--- config.mk ---
export PLATFORM = sky130hd
export DESIGN_NAME = spi_cmd_rx_flat
export DESIGN_NICKNAME = d
export VERILOG_FILES = /design/src/rtl/spi_cmd_rx_if.sv /design/src/rtl/spi_cmd_rx.sv /design/src/flat_wrapper.sv
export SDC_FILE = /design/constraint.sdc
export NUM_CORES = 1
export LEC_CHECK = 0
export CAP_MARGIN = 20
export CORE_MARGIN = 5
export CORE_UTILIZATION = 35
export DETAILED_ROUTE_END_ITERATION = 10
export MAX_ROUTING_LAYER = met4
export PLACE_DENSITY = 0.53
export SYNTH_ARGS = -nofsm -noshare
export SYNTH_HDL_FRONTEND = slang
export SYNTH_SLANG_ARGS = --single-unit
--- constraint.sdc ---
create_clock -name clk -period 3.8 [get_ports clk]
set_input_delay 1.14 -clock clk [delete_from_list [all_inputs] [get_ports clk]]
set_output_delay 1.14 -clock clk [all_outputs]
set_load 0.02 [all_outputs]
--- src/rtl/spi_cmd_rx_if.sv ---
// Byte stream between the SPI command receiver and the control unit.
// The receiver presents a show-ahead head byte; the control unit pops with next.
interface spi_cmd_rx_if;
    logic [7:0] out_byte;
    logic       out_valid;
    logic       next;

    modport master (
        output out_byte,
        output out_valid,
        input  next
    );

    modport slave (
        input  out_byte,
        input  out_valid,
        output next
    );
endinterface

--- src/rtl/spi_cmd_rx.sv ---
// SPI mode-0 slave that deserialises command bytes into a show-ahead FIFO
// and returns a status byte {overflow, 2'b00, count} on MISO at frame start.
module spi_cmd_rx #(
    parameter int unsigned FIFO_DEPTH  = 16,
    parameter int unsigned SYNC_STAGES = 2
) (
    input  logic                          clk,
    input  logic                          reset,
    input  logic                          spi_sck,
    input  logic                          spi_mosi,
    input  logic                          spi_cs_n,
    output logic                          spi_miso,
    spi_cmd_rx_if.master                  byte_if,
    output logic [$clog2(FIFO_DEPTH):0]   fifo_count,
    output logic                          overflow,
    output logic                          rx_active
);

    localparam int unsigned AW = $clog2(FIFO_DEPTH);
    localparam int unsigned CW = AW + 1;

    typedef enum logic [0:0] {StIdle, StRecv} state_e;

    // CS synchroniser resets to "asserted" so a frame already in progress at
    // reset release never looks like a fresh falling edge.
    logic [SYNC_STAGES-1:0] sck_sync, mosi_sync, cs_sync;
    logic                   sck_dly, cs_dly;

    always_ff @(posedge clk or negedge reset) begin
        if (!reset) begin
            sck_sync  <= '0;
            mosi_sync <= '0;
            cs_sync   <= '0;
            sck_dly   <= 1'b0;
            cs_dly    <= 1'b0;
        end else begin
            sck_sync  <= {sck_sync[SYNC_STAGES-2:0], spi_sck};
            mosi_sync <= {mosi_sync[SYNC_STAGES-2:0], spi_mosi};
            cs_sync   <= {cs_sync[SYNC_STAGES-2:0], spi_cs_n};
            sck_dly   <= sck_sync[SYNC_STAGES-1];
            cs_dly    <= cs_sync[SYNC_STAGES-1];
        end
    end

    logic sck_s, mosi_s, cs_s;
    logic sck_rise, sck_fall, cs_fall, cs_rise;

    assign sck_s    = sck_sync[SYNC_STAGES-1];
    assign mosi_s   = mosi_sync[SYNC_STAGES-1];
    assign cs_s     = cs_sync[SYNC_STAGES-1];
    assign sck_rise = sck_s & ~sck_dly;
    assign sck_fall = ~sck_s & sck_dly;
    assign cs_fall  = ~cs_s & cs_dly;
    assign cs_rise  = cs_s & ~cs_dly;

    state_e          state_q;
    logic [2:0]      bit_cnt_q;
    logic [7:0]      rx_sr_q;
    logic [7:0]      miso_sr_q;
    logic            ovf_q;

    logic [AW-1:0]   wr_q, wr_d, rd_q, rd_d;
    logic [CW-1:0]   count_q, count_d;
    logic            out_valid_q;
    logic [7:0]      out_byte_q, head_d;
    logic [7:0]      mem [FIFO_DEPTH];

    logic [7:0]      rx_next;
    logic            frame_start, push_req, pop, full, push_ok, drop;
    logic [4:0]      count_sat;

    assign rx_next     = {rx_sr_q[6:0], mosi_s};
    assign frame_start = (state_q == StIdle) && cs_fall;
    assign push_req    = (state_q == StRecv) && !cs_rise && sck_rise && (bit_cnt_q == 3'd7);
    assign pop         = byte_if.next & out_valid_q;
    assign full        = (count_q == CW'(FIFO_DEPTH));
    assign push_ok     = push_req && (!full || pop);
    assign drop        = push_req && full && !pop;
    assign count_sat   = (32'(count_q) > 32'd31) ? 5'd31 : 5'(count_q);

    always_ff @(posedge clk or negedge reset) begin
        if (!reset) begin
            state_q   <= StIdle;
            bit_cnt_q <= 3'd0;
            rx_sr_q   <= 8'd0;
            miso_sr_q <= 8'd0;
            ovf_q     <= 1'b0;
        end else begin
            case (state_q)
                StIdle: begin
                    if (cs_fall) begin
                        state_q   <= StRecv;
                        bit_cnt_q <= 3'd0;
                        miso_sr_q <= {ovf_q, 2'b00, count_sat};
                    end
                end
                StRecv: begin
                    // Raising CS mid-byte simply abandons the partial bits.
                    if (cs_rise) begin
                        state_q <= StIdle;
                    end else begin
                        if (sck_rise) begin
                            rx_sr_q   <= rx_next;
                            bit_cnt_q <= bit_cnt_q + 3'd1;
                        end
                        if (sck_fall) begin
                            miso_sr_q <= {miso_sr_q[6:0], 1'b0};
                        end
                    end
                end
                default: state_q <= StIdle;
            endcase

            if (drop) begin
                ovf_q <= 1'b1;
            end else if (frame_start) begin
                ovf_q <= 1'b0;
            end
        end
    end

    always_comb begin
        wr_d    = wr_q;
        rd_d    = rd_q;
        count_d = count_q;
        if (push_ok) wr_d = wr_q + AW'(1);
        if (pop)     rd_d = rd_q + AW'(1);
        if (push_ok && !pop) begin
            count_d = count_q + CW'(1);
        end else if (pop && !push_ok) begin
            count_d = count_q - CW'(1);
        end
        // Next head may be the byte being written this very cycle.
        head_d = out_byte_q;
        if (count_d != '0) begin
            head_d = (push_ok && (rd_d == wr_q)) ? rx_next : mem[rd_d];
        end
    end

    always_ff @(posedge clk) begin
        if (push_ok) begin
            mem[wr_q] <= rx_next;
        end
    end

    always_ff @(posedge clk or negedge reset) begin
        if (!reset) begin
            wr_q        <= '0;
            rd_q        <= '0;
            count_q     <= '0;
            out_valid_q <= 1'b0;
            out_byte_q  <= 8'd0;
        end else begin
            wr_q        <= wr_d;
            rd_q        <= rd_d;
            count_q     <= count_d;
            out_valid_q <= (count_d != '0);
            out_byte_q  <= head_d;
        end
    end

    assign byte_if.out_byte  = out_byte_q;
    assign byte_if.out_valid = out_valid_q;
    assign fifo_count        = count_q;
    assign overflow          = ovf_q;
    assign rx_active         = (state_q == StRecv);
    assign spi_miso          = (state_q == StRecv) & miso_sr_q[7];

endmodule

--- src/flat_wrapper.sv ---
// flat-port wrapper written by rule: the top's interface ports become plain ports
module spi_cmd_rx_flat 
#(
    parameter int unsigned FIFO_DEPTH  = 16,
    parameter int unsigned SYNC_STAGES = 2
)
  (clk, reset, spi_sck, spi_mosi, spi_cs_n, spi_miso, fifo_count, overflow, rx_active, byte_if_out_byte, byte_if_out_valid, byte_if_next);
  spi_cmd_rx_if byte_if_i ();
  input  logic clk;
  input  logic reset;
  input  logic spi_sck;
  input  logic spi_mosi;
  input  logic spi_cs_n;
  output logic spi_miso;
  output logic [$clog2(FIFO_DEPTH):0] fifo_count;
  output logic overflow;
  output logic rx_active;
  output wire logic [$bits(byte_if_i.out_byte)-1:0] byte_if_out_byte;
  output wire logic [$bits(byte_if_i.out_valid)-1:0] byte_if_out_valid;
  input wire logic [$bits(byte_if_i.next)-1:0] byte_if_next;
  assign byte_if_out_byte = byte_if_i.out_byte;
  assign byte_if_out_valid = byte_if_i.out_valid;
  assign byte_if_i.next = byte_if_next;
  spi_cmd_rx #(.FIFO_DEPTH(FIFO_DEPTH), .SYNC_STAGES(SYNC_STAGES)) u_core (.clk(clk), .reset(reset), .spi_sck(spi_sck), .spi_mosi(spi_mosi), .spi_cs_n(spi_cs_n), .spi_miso(spi_miso), .byte_if(byte_if_i), .fifo_count(fifo_count), .overflow(overflow), .rx_active(rx_active));
endmodule
# --- After elaboration in Yosys (flattened, before gate mapping) ---
# Memory sizes are Yosys's and may differ from the RTL's. A register that Yosys moved wholly into a read port is not among the register bits.
# Index checks and enable logic that the tools add are counted.
totals:
  ramBits: 128
  input_bits: 6
  n_memories: 1
  word_cells: 76
  reg_bits: 42
  output_inout_bits: 17
memory_table:
  columns: ["name", "depth", "width", "read_ports", "rd_ports_with_merged_regs", "wr", "line", "text"]
  rows:
  - ["u_core.mem", 16, 8, 1, 1, 1, "spi_cmd_rx.sv:66", "logic [7:0] mem [FIFO_DEPTH];"]
op_classes:
  n_addsub: 5
  n_bitwise: 12
  n_reduce_logical: 20
  eq_ne: 6
  n_mux: 18
op_table:
  columns: ["cell", "n"]
  rows:
  - ["two-way mux 8 bit", 3]
  - ["one-hot mux 8 bit (2 select lines)", 1]
  - ["two-way mux 5 bit", 2]
  - ["logical AND 1 bit", 9]
  - ["two-way mux 3 bit", 3]
  - ["AND reduction 3 bit", 3]
  - ["adder 4 x 1 -> 4 bit (second input constant)", 2]
  - ["bitwise AND 1 bit", 6]
  - ["two-way mux 1 bit", 6]
  - ["!= test 2 x 1 -> 1 bit (second input constant)", 3]
  - ["NOT 1 bit", 6]
  - ["one-hot mux 3 bit (2 select lines)", 1]
  - ["adder 5 x 1 -> 5 bit (second input constant)", 1]
  - ["equality test 5 bit (second input constant)", 1]
  - ["zero test 1 bit", 5]
  - ["nonzero test 5 bit", 1]
  - ["subtractor 5 x 1 -> 5 bit (second input constant)", 1]
  - ["two-way mux 4 bit", 1]
  - ["adder 3 x 1 -> 3 bit (second input constant)", 1]
  - ["equality test 3 bit (second input constant)", 1]
  - ["!= test 2 bit (second input constant)", 1]
  - ["one-hot mux 1 bit (2 select lines)", 1]
  - ["nonzero test 2 bit", 1]
  - ["logical OR 1 bit", 1]

# --- Longest topological paths before layout ---
# Gate-level depths: netlist of the first run.
logic_depth:
  word_depth: 12
  depth_mapped: 11
  ltp_nobuf: 9

# --- Worst setup path before layout of the first run ---
# No wires, ideal clock.
synth_path:
  path_kind: "input -> register"
  startpoint: "input byte_if_next"
  endpoint: "register u_core.out_byte_q[0], in the netlist u_core.byte_if.out_byte[0], read port of u_core.mem"
  setup_ns: 0.125
  n_path_buf: 2
  cell_stages: 9
  arrival_time_ns: 2.961
  required_ns: 3.675
  path_slack_ns: 0.714
  cell_sequence: "nand2_2 -> buf_6 -> or4_1 -> mux2i_1 -> xor2_1 -> nor2_1 -> or4b_1 -> buf_6 -> mux2_4"
synth_between:
  elab_chain_cells: 8
  elab_cells_between_ends: 11
  cone_classes: "mux (3); bitwise (1); reduce/logical (7)"
synth_rtl:
  columns: ["element", "line", "text"]
  rows:
  - ["from (decl)", "flat_wrapper.sv:20", "input wire logic [$bits(byte_if_i.next)-1:0] byte_if_next;"]
  - ["bitwise AND 1 bit (*)", "spi_cmd_rx.sv:75", "assign pop = byte_if.next & out_valid_q;"]
  - ["logical OR 1 bit", "spi_cmd_rx.sv:77", "assign push_ok = push_req && (!full || pop);"]
  - ["logical AND 1 bit", "spi_cmd_rx.sv:77", null]
  - ["zero test 1 bit", "spi_cmd_rx.sv:130", "end else if (pop && !push_ok) begin"]
  - ["logical AND 1 bit", "spi_cmd_rx.sv:130", null]
  - ["two-way mux 5 bit", "spi_cmd_rx.sv:130", null]
  - ["two-way mux 5 bit (*)", "spi_cmd_rx.sv:128", "if (push_ok && !pop) begin"]
  - ["named net u_core.count_d[3]", "spi_cmd_rx.sv:63", "logic [CW-1:0] count_q, count_d;"]
  - ["nonzero test 5 bit (*)", "spi_cmd_rx.sv:135", "if (count_d != '0) begin"]
  - ["to (decl)", "spi_cmd_rx.sv:65", "logic [7:0] out_byte_q, head_d;"]
# Mark *: on every way through the listed nets, which the timed path passes. The rest lies on a longest branch.
# A chain may end at the register's enable or synchronous reset.

# --- Final worst setup path of the first run ---
layout_path:
  startpoint: "input byte_if_next"
  endpoint: "register u_core.out_byte_q[6], in the netlist u_core.byte_if.out_byte[6], read port of u_core.mem"
# The elaborated chain is that of the path after synthesis.

==> metrics.yaml, run 1 <==
detailed_routing:
  drt_first_pass_iters: 4
  drt_iter0_markers: 261
  drt.antenna.violating_nets: 0
  num_vias: 4460
  wl_um: 16700
  via_per_inst: 5.13
  wl_per_cell_um: 19.2
  drc: 0
clock_tree:
  cts_root_buffer: "clkbuf_16"
  cts_sinks: 178
  cts_setup_buffers: 0
  post_cts_resized: 0
  tritoncts: "yes"
  clk_pin_slew_worst_paths_ns: 0.06
  htreeDepth: 4
  cts-buffers-inserted: 17
  cts-hold-fix-buffers: 0
  cts_max_path_buffers: 2
  insertion_delay_ns: 0.42
logic_synthesis:
  async_flop_share: 0.281
  syn-cell-area_um2: 7420
  ys_warn_count: 0
  synth.ff_latch_count: 178
  synth_largest_area_cell: "edfxtp_1"
  synth.distinct_cells: 54
  synth_nets: 555
  yosysMostFrequentCell: "edfxtp_1"
  synth_area_leaders: "edfxtp_1 (52%), dfrtp_1 (17%), nand2_1 (4.9%), mux2i_1 (3.1%), a21oi_1 (2.2%)"
  netlist_instances: 540
  synth_edf_count: 128
  synth.top_cells.by_count: "edfxtp_1 (128), nand2_1 (96), dfrtp_1 (50)"
  synth_top_cell_area_share: 0.518
  seq_area_frac_synth: 0.687
  avgSynthCellArea_um2: 13.7
  ys.flop_type: "edfxtp_1"
worst_setup_path:
  start_kind: "input pin"
  required_ns: 4.10
  crit_type: "in -> reg"
  rrSetupSlack_ns: 1.06
  crit_path_end_kind: "register"
  max_stage_delay_ns: 0.55
  reg2reg_depth: 8
  path_cells: "clkdlybuf4s50_1 > nand2_2 > or4_1 > mux2i_1 > xor2_1 > nor2_1 > or4b_1 > buf_4 > mux2_4"
  reg2reg_to: "u_core.byte_if.out_byte[6]"
  worstReg2RegStart: "u_core.rx_active"
  crit_fanout: 9
  arrival_ns: 3.59
  crit_path_top_delay_cell: "clkdlybuf4s50_1"
place:
  place_hpwl_um: 10500
  postPlaceCellArea_um2: 8150
  dpl.cell_count: 838
  port_buffers: 22
  place.gp.congestion: 0.794
worst_hold_path:
  hold-path-endpoint: "u_core.mosi_sync[1]"
  hp-class: "reg -> reg"
  hold_path_depth: 0
  hp-start: "u_core.mosi_sync[0]"
job:
  cap_violations: 0
finish:
  fin_nets: 597
  antennaDiodeCount: 0
  seqCellArea_um2: 5090
  final_util: 0.416
  stdcell_count: 870
  nFillCells: 1971
  design_area_um2: 8730
  multi_input_area_um2: 2150
  syn2layout_area_growth_pct: 17.6
  drive_gt1_frac: 0.155
grt:
  grt_max_degree: 38
  track_usage: 0.147
  grt_pass1_wl_um: 26300
  grt_overflow: 0
  grt_pass1_vias: 4579
  antenna_found_initial: 0
sta:
  finalCriticalPeriod_ns: 3.29
  fmax_ghz: 0.304
  finalSetupViolations: 0
  drv_slew: 0
  hold_viol: 0
  tns_ns: 0
  skew_ns: 0.0109
  slew_headroom: 0.458
  fin_crit_sh: 0.865
  holdWs_ns: 0.348
  worst_pin_slew_ns: 0.814
  rsz0062_at_grt: "false"
floorplan:
  die_x_um: 156
  rows: 53
  coreArea_um2: 21000
  die_area_um2: 24200
  start_util: 0.354
  io_pins: 23
  die_h_um: 156
power_and_ir_drop:
  p_switching_mw: 2.51
  powerDensity_nw_per_um2: 806
  sequentialPowerShare: 0.394
  p_leak_nw: 3.18
  power_frac_comb: 0.362
  clkPwrFrac: 0.244
  p_int_mw: 4.52
  swShare: 0.357
  peakVddDrop_mv: 0.406
status:
  status: "completed"
-- how the worst max path moves through the flow --
stage,startpoint,endpoint,slack [ns],cells past startpoint
after floorplan,byte_if_next,u_core.byte_if.out_byte[0],0.71,9
after global placement,byte_if_next,u_core.byte_if.out_byte[6],0.12,9
after detailed placement,byte_if_next,u_core.byte_if.out_byte[3],0.08,9
after CTS,byte_if_next,u_core.byte_if.out_byte[3],0.54,9
after global routing,byte_if_next,u_core.byte_if.out_byte[3],0.39,9
final,byte_if_next,u_core.byte_if.out_byte[6],0.51,9
-- per-stage QoR --
| step | setup slack (ns) | total power, mW |
|---|---|---|
| after floorplan | 0.714 | 4.37 |
| after global placement | 0.118 | 5.33 |
| after detailed placement | 0.0809 | 5.38 |
| after CTS | 0.540 | 7.12 |
| after global routing | 0.393 | 7.44 |
| final | 0.512 | 7.03 |
-- worst max-delay path, delay by kind of cell --
kind / cells / cell delay [ns]
buf+inv: 2 / 0.76
xor+xnor: 1 / 0.10
mux: 2 / 0.50
simple gates: 4 / 1.08
-- metal layers --
metal,share of wire,vias to the layer above,global-route usage
met2,0.47,82,0.222
met4,0.027,0,0.0571
met1,0.47,2241,0.196
met5,0,-,-
met3,0.028,25,0.0294
li1,-,2112,-
-- cells in the final DEF, fill, tap and decap left out, types with 7 or more instances in the layout --
cell type | netlist | routed
mux2i_1 | 23 | 23
nand2_1 | 96 | 96
xnor2_1 | 8 | 7
dfrtp_1 | 50 | 50
a221oi_1 | 16 | 16
mux2_2 | 8 | 8
ha_1 | 9 | 9
a32oi_1 | 16 | 16
buf_4 | 1 | 28
mux2_4 | 8 | 8
a211oi_1 | 16 | 16
edfxtp_1 | 128 | 128
clkdlybuf4s50_1 | 0 | 21
clkbuf_16 | 0 | 17
o21ai_0 | 13 | 13
nor2_1 | 19 | 19
o31ai_1 | 8 | 8
a21oi_1 | 33 | 33
-- sequential cells by signal, indices dropped and copies added (netlist names), 2 cells and up --
signal                   flops
u_core.rx_sr_q               7
u_core.fifo_count            5
u_core.cs_sync               2
u_core.sck_sync              2
u_core.wr_q                  4
u_core.bit_cnt_q             3
u_core.byte_if.out_byte      8
u_core.miso_sr_q             8
u_core.mosi_sync             2
u_core.rd_q                  4
u_core.mem                 128
-- cells by family after synthesis --
logic type,synth area share
multiplexers,0.0594
AND/OR/NAND/NOR,0.0934
AO/OA/AOI/OAI,0.104
buffers and inverters,0.0243
flip-flops,0.687
adder cells (fa/ha/maj),0.0152
XOR/XNOR,0.0172
-- layout make-up --
class / instances / area share
Sequential cell: 178 / 0.584
Multi-Input combinational cell: 323 / 0.247
Timing Repair Buffer: 55 / 0.0602
Clock buffer: 18 / 0.0492
Tap cell: 275 / 0.0394
Clock inverter: 14 / 0.0175
Inverter: 7 / 0.00301
-- power by group through the flow --
stage / registers [mW] / logic [mW] / clock network, mW
floorplan: 2.73 / 1.64 / 0
global placement: 2.80 / 2.53 / 0
detailed placement: 2.81 / 2.56 / 0
CTS: 2.78 / 2.57 / 1.76
global route: 2.81 / 2.77 / 1.85
finish: 2.77 / 2.55 / 1.72
No activity file was read; power rests on OpenSTA's default activity.
==> run 2: changes to the inputs <==
--- a/config.mk
+++ b/config.mk
@@ -5,6 +5,7 @@
 export SDC_FILE = /design/constraint.sdc
 export NUM_CORES = 1
 export LEC_CHECK = 0
+export ABC_AREA = 1
 export CAP_MARGIN = 20
 export CORE_MARGIN = 5
 export CORE_UTILIZATION = 35
==> run 2 against run 1 <==
Compared with the run above: utilization shrank 0.98 points; critical path depth shrank 2; hold slack gained 0.0051 ns; combinational power grew 5%; first-iteration DRC count grew 120%; sequential share of layout area shrank 4.5 points; power grew 0.77%; synthesized area grew 11%; wire length grew 21%; final area grew 8.4%; clock power is essentially flat; clock-buffer cell count is the same; critical path type unchanged; critical endpoint is now u_core.mem[6][6]; largest power group unchanged; highest routed layer unchanged.
==> metrics.yaml, run 2 <==
power_and_ir_drop:
  total_power_mw: 7.09
  powerDensity_nw_per_um2: 749
  p_leak_nw: 4.00
  peakVddDrop_mv: 0.436
finish:
  mostFrequentLayoutCells: "nand2_1 (179), nand3_1 (150), edfxtp_1 (128)"
  regMostFlops: "u_core.mem"
  largest_reg_flops: 128
  syn2layout_area_growth_pct: 15.2
  design_area_um2: 9460
  layout_commonest_cell: "nand2_1"
  drive_gt1_frac: 0.104
  nFillCells: 2291
  stdcell_count: 1166
  antennaDiodeCount: 0
  fin_nets: 849
logic_synthesis:
  synth_area_leaders: "edfxtp_1 (47%), dfrtp_1 (15%), nand3_1 (9.2%), nand2_1 (8.3%), inv_1 (5.1%)"
  synth_top_cell_area_share: 0.468
  synth_compound_area_frac: 0.0183
  synthXorXnorAreaFrac: 0.00853
  avgSynthCellArea_um2: 10.2
  synth_top_family_by_area: "simple AND/OR/NAND/NOR gates"
  yosysMostFrequentCell: "nand2_1"
  synthMuxAreaShare: 0
  netlist_instances: 804
  synth_nets: 819
  synth_largest_area_cell: "edfxtp_1"
  ys_warn_count: 0
  synth.ff_latch_count: 178
  async_flop_share: 0.281
  syn-cell-area_um2: 8210
  synth_simple_gate_area_frac: 0.265
  synth.top_cells.by_count: "nand2_1 (181), nand3_1 (151), edfxtp_1 (128)"
  synth_edf_count: 128
  synthAdderAreaFrac: 0.0137
  seq_area_frac_synth: 0.620
  synth.distinct_cells: 35
  ys.flop_type: "edfxtp_1"
clock_tree:
  cts-hold-fix-buffers: 0
  insertion_delay_ns: 0.44
  cts_root_buffer: "clkbuf_16"
  cts-buffers-inserted: 17
  cts_sinks: 178
  clk_pin_slew_worst_paths_ns: 0.07
  cts_setup_buffers: 0
  post_cts_resized: 0
  tritoncts: "yes"
  cts_max_path_buffers: 2
  htreeDepth: 4
place:
  postPlaceCellArea_um2: 8900
  port_buffers: 22
  place_hpwl_um: 12900
  place.gp.congestion: 0.829
  dpl.cell_count: 1134
floorplan:
  io_pins: 23
  start_util: 0.353
  coreArea_um2: 23300
  die_area_um2: 26600
  die_x_um: 163
  rows: 56
  die_h_um: 163
detailed_routing:
  wl_um: 20200
  drt.antenna.violating_nets: 0
  drc: 0
  drt_first_pass_iters: 5
  drt_iter0_markers: 566
  via_per_inst: 4.87
  wl_per_cell_um: 17.3
  num_vias: 5676
grt:
  grt_pass1_vias: 5577
  antenna_found_initial: 0
  grt_max_degree: 65
  track_usage: 0.164
  grt_overflow: 0
  grt_pass1_wl_um: 31900
sta:
  skew_ns: 0.0121
  finalCriticalPeriod_ns: 3.10
  tns_ns: 0
  finalSetupViolations: 0
  worst_pin_slew_ns: 0.956
  rsz0062_at_grt: "false"
  slew_headroom: 0.363
  drv_slew: 0
  holdWs_ns: 0.353
  hold_viol: 0
  fin_crit_sh: 0.815
  fmax_ghz: 0.323
worst_setup_path:
  crit_fanout: 8
  required_ns: 3.87
  startpoint: "byte_if_next"
  start_kind: "input pin"
  crit_type: "in -> reg"
  crit_top_cell: "nand2_1"
  rrSetupSlack_ns: 0.91
  path_cells: "clkdlybuf4s50_1 > nand2_4 > nand4_1 > nand2_1 > inv_1 > nand2_1 > nor2_1"
  arrival_ns: 3.16
  max_stage_delay_ns: 0.60
  crit_path_top_delay_cell: "nor2_1"
  worstReg2RegStart: "u_core.rx_active"
  crit_path_end_kind: "register"
worst_hold_path:
  hp-class: "reg -> reg"
  hp-start: "u_core.mosi_sync[0]"
job:
  cap_violations: 0
status:
  status: "completed"
[run 2: cell count changes after synthesis, moves of 16 or more]
| cell | delta |
|---|---|
| nand2_1 | +85 |
| inv_1 | +106 |
| a211oi_1 | -16 |
| a21oi_1 | -30 |
| nand3b_1 | +48 |
| mux2i_1 | -23 |
| nand3_1 | +145 |
| a32oi_1 | -16 |
| a221oi_1 | -16 |
[run 2: worst paths after layout]
path / end / depth (start not counted)
max: u_core.mem[6][6] / 7
max in group asynchronous: u_core.mosi_sync[0] / 2
min in group asynchronous: u_core.byte_if.out_byte[3] / 1
min reg2reg: u_core.mosi_sync[1] / 0
min: u_core.mosi_sync[1] / 0
max reg2reg: u_core.mem[6][6] / 8
[run 2: final cells by class]
class                   count  area [um^2]  area share
flip-flops and latches    178         5090       0.539
multi-input cells         475         2520       0.266
repair buffers             46          445      0.0471
inverters                 116          442      0.0467
clock buffers              18          439      0.0464
well taps                 319          399      0.0422
clock inverters            14          121      0.0128
[run 2: metal layers]
metal / vias to the layer above / wire [um] / global-route usage
li1: 2756 / - / -
met1: 2766 / 9290 / 0.219
met4: 0 / 354 / 0.0522
met2: 130 / 9560 / 0.251
met5: - / 0 / -
met3: 24 / 1010 / 0.0361
[run 2: critical path: cells and delay by family]
kind	cells	cell delay (ns)
and+or+nand+nor	5	1.27
buffers and inverters	2	0.75
[run 2: report_power, final]
group          switching, mW  internal, mW
sequential             0.349          2.37
clock                  0.820         0.876
combinational           1.78         0.886
total                   2.95          4.14
[run 2: cells by family (layout without fill, tap and decap cells)]
logic type,count (synthesis),in the layout
xor gates and xnor gates,8,8
DFF,178,178
and+or+nand+nor,435,435
adders and majority gates,9,9
AOI/OAI and AO/OA,23,23
buffers and inverters,151,194
[run 2: stage by stage]
stage / utilization / worst slack [ns]
final: 0.407 / 0.704
after global routing: 0.407 / 0.599
after CTS: 0.407 / 0.676
after detailed placement: 0.383 / 0.220
after global placement: 0.383 / 0.228
after floorplan: - / 1.05
==> run 3: changes to the inputs <==
==> constraint.sdc (replaced) <==
create_clock -name clk -period 3.05 [get_ports clk]
set_input_delay 0.915 -clock clk [delete_from_list [all_inputs] [get_ports clk]]
set_output_delay 0.915 -clock clk [all_outputs]
set_load 0.02 [all_outputs]
==> run 3 against run 2 <==
Compared with the run above: clock skew barely moved; sequential cell count did not move; sequential power rose by 24%; critical path depth fell by 4; final area rose by 0.93%; clock-buffer cell count rose by 1; final cell count rose by 1.0%; critical path type is now reg -> out.
==> metrics.yaml, run 3 (same netlist as run 2, synthesis figures left out) <==
worst_setup_path:
  worstReg2RegStart: "u_core.rx_active"
  crit_fanout: 17
  startpoint: "u_core.rx_active"
  critical_path_cell_count: 3
  arrival_ns: 1.85
  start_kind: "register"
  max_stage_delay_ns: 0.66
  crit_path_top_delay_cell: "dfrtp_1"
  cp.buffers_inverters: 2
  required_ns: 2.13
  crit_path_end_kind: "output port"
  path_delay_family: "flip-flops"
  path_cells: "nand2_1 > inv_1 > clkdlybuf4s50_1"
  reg2reg_depth: 12
  crit_type: "reg -> out"
finish:
  drive_gt1_frac: 0.112
  layout_commonest_cell: "nand2_1"
  fin_nets: 861
  multi_input_area_um2: 2520
  regMostFlops: "u_core.mem"
  seqCellArea_um2: 5090
  mostFrequentLayoutCells: "nand2_1 (179), nand3_1 (150), edfxtp_1 (128)"
  largest_reg_flops: 128
  final_util: 0.410
  syn2layout_area_growth_pct: 16.3
  nFillCells: 2305
  antennaDiodeCount: 0
worst_hold_path:
  hp-start: "u_core.mosi_sync[0]"
  hp-class: "reg -> reg"
  hold_path_depth: 0
detailed_routing:
  wl_um: 19800
  drt.antenna.violating_nets: 0
  num_vias: 5657
  drc: 0
  drt_iter0_markers: 455
  via_per_inst: 4.80
  wl_per_cell_um: 16.8
  drt_first_pass_iters: 5
sta:
  slew_headroom: 0.359
  hold_viol: 0
  rsz0062_at_grt: "false"
  skew_ns: 0.0124
  finalCriticalPeriod_ns: 2.77
  tns_ns: 0
  fin_crit_sh: 0.907
  drv_slew: 0
  fmax_ghz: 0.361
  worst_pin_slew_ns: 0.961
  holdWs_ns: 0.351
  finalSetupViolations: 0
floorplan:
  start_util: 0.353
  io_pins: 23
  die_h_um: 163
  die_area_um2: 26600
  die_x_um: 163
  coreArea_um2: 23300
  rows: 56
clock_tree:
  post_cts_resized: 0
  cts_sinks: 178
  insertion_delay_ns: 0.43
  tritoncts: "yes"
  cts-hold-fix-buffers: 0
  cts_max_path_buffers: 2
  cts_setup_buffers: 0
  htreeDepth: 4
  cts_root_buffer: "clkbuf_16"
  cts-buffers-inserted: 17
  clk_pin_slew_worst_paths_ns: 0.07
grt:
  grt_overflow: 0
  track_usage: 0.161
  grt_max_degree: 47
  grt_pass1_vias: 5541
  grt_pass1_wl_um: 31500
  antenna_found_initial: 0
job:
  cap_violations: 0
status:
  status: "completed"
place:
  place.gp.congestion: 0.808
  port_buffers: 22
  place_hpwl_um: 12700
power_and_ir_drop:
  powerDensity_nw_per_um2: 924
  p_leak_nw: 4.04
  peakVddDrop_mv: 0.422
-- run 3: changes by cell type in the layout (fill, tap and decap cells not counted) --
cell,previous run,this run
clkbuf_8,1,0
buf_4,20,29
clkinv_4,4,2
clkinv_2,1,2
inv_6,4,2
clkinv_1,1,3
clkinvlp_4,3,6
buf_12,4,7
clkbuf_1,0,2
inv_8,3,0
-- run 3: worst reg2reg max path: cells and delay by family (launching register included) --
family                 cells  cell delay [ns]
buffers and inverters      2             0.32
DFF                        1             0.66
and+or+nand+nor           10             1.19
-- run 3: final cells by class --
| class | count | share of cell area |
|---|---|---|
| Timing Repair Buffer | 58 | 0.0600 |
| Tap cell | 319 | 0.0418 |
| Clock inverter | 13 | 0.00917 |
| Clock buffer | 19 | 0.0453 |
| Inverter | 116 | 0.0463 |
| Multi-Input combinational cell | 475 | 0.264 |
| Sequential cell | 178 | 0.534 |
-- run 3: report_power, final --
part | total (mW) | internal [mW] | leakage (nW) | switching (mW)
clock network | 1.96 | 1.04 | 0.235 | 0.926
registers | 3.37 | 2.96 | 1.75 | 0.408
logic | 3.49 | 1.23 | 2.05 | 2.26
-- run 3: metrics by stage --
stage | total power [mW] | setup slack [ns] | instance area, um^2 | std cells
final | 8.82 | 0.282 | 9550 | 1178
after global routing | 9.37 | 0.128 | 9550 | 1178
after CTS | 8.88 | 0.257 | 9550 | 1178
after detailed placement | 6.92 | 0.0598 | 9030 | 1146
after global placement | 6.93 | 0.0833 | 9030 | 1146
after floorplan | 5.49 | 0.521 | 8210 | 804
-- run 3: per-layer routing --
metal,track usage,vias to the layer above,part of all wire
met5,-,-,0
met4,0.0507,0,0.016
met3,0.0320,21,0.045
met2,0.250,107,0.48
met1,0.215,2757,0.46
li1,-,2772,-
-- run 3: final timing paths --
check | endpoint | slack, ns
worst max-delay path | spi_miso | 0.28
worst min-delay path | u_core.mosi_sync[1] | 0.35
worst max register to register | u_core.byte_if.out_byte[3] | 0.76
worst min register to register | u_core.mosi_sync[1] | 0.35
max in group asynchronous | u_core.bit_cnt_q[1] | 1.94
min in group asynchronous | u_core.byte_if.out_byte[6] | 0.53
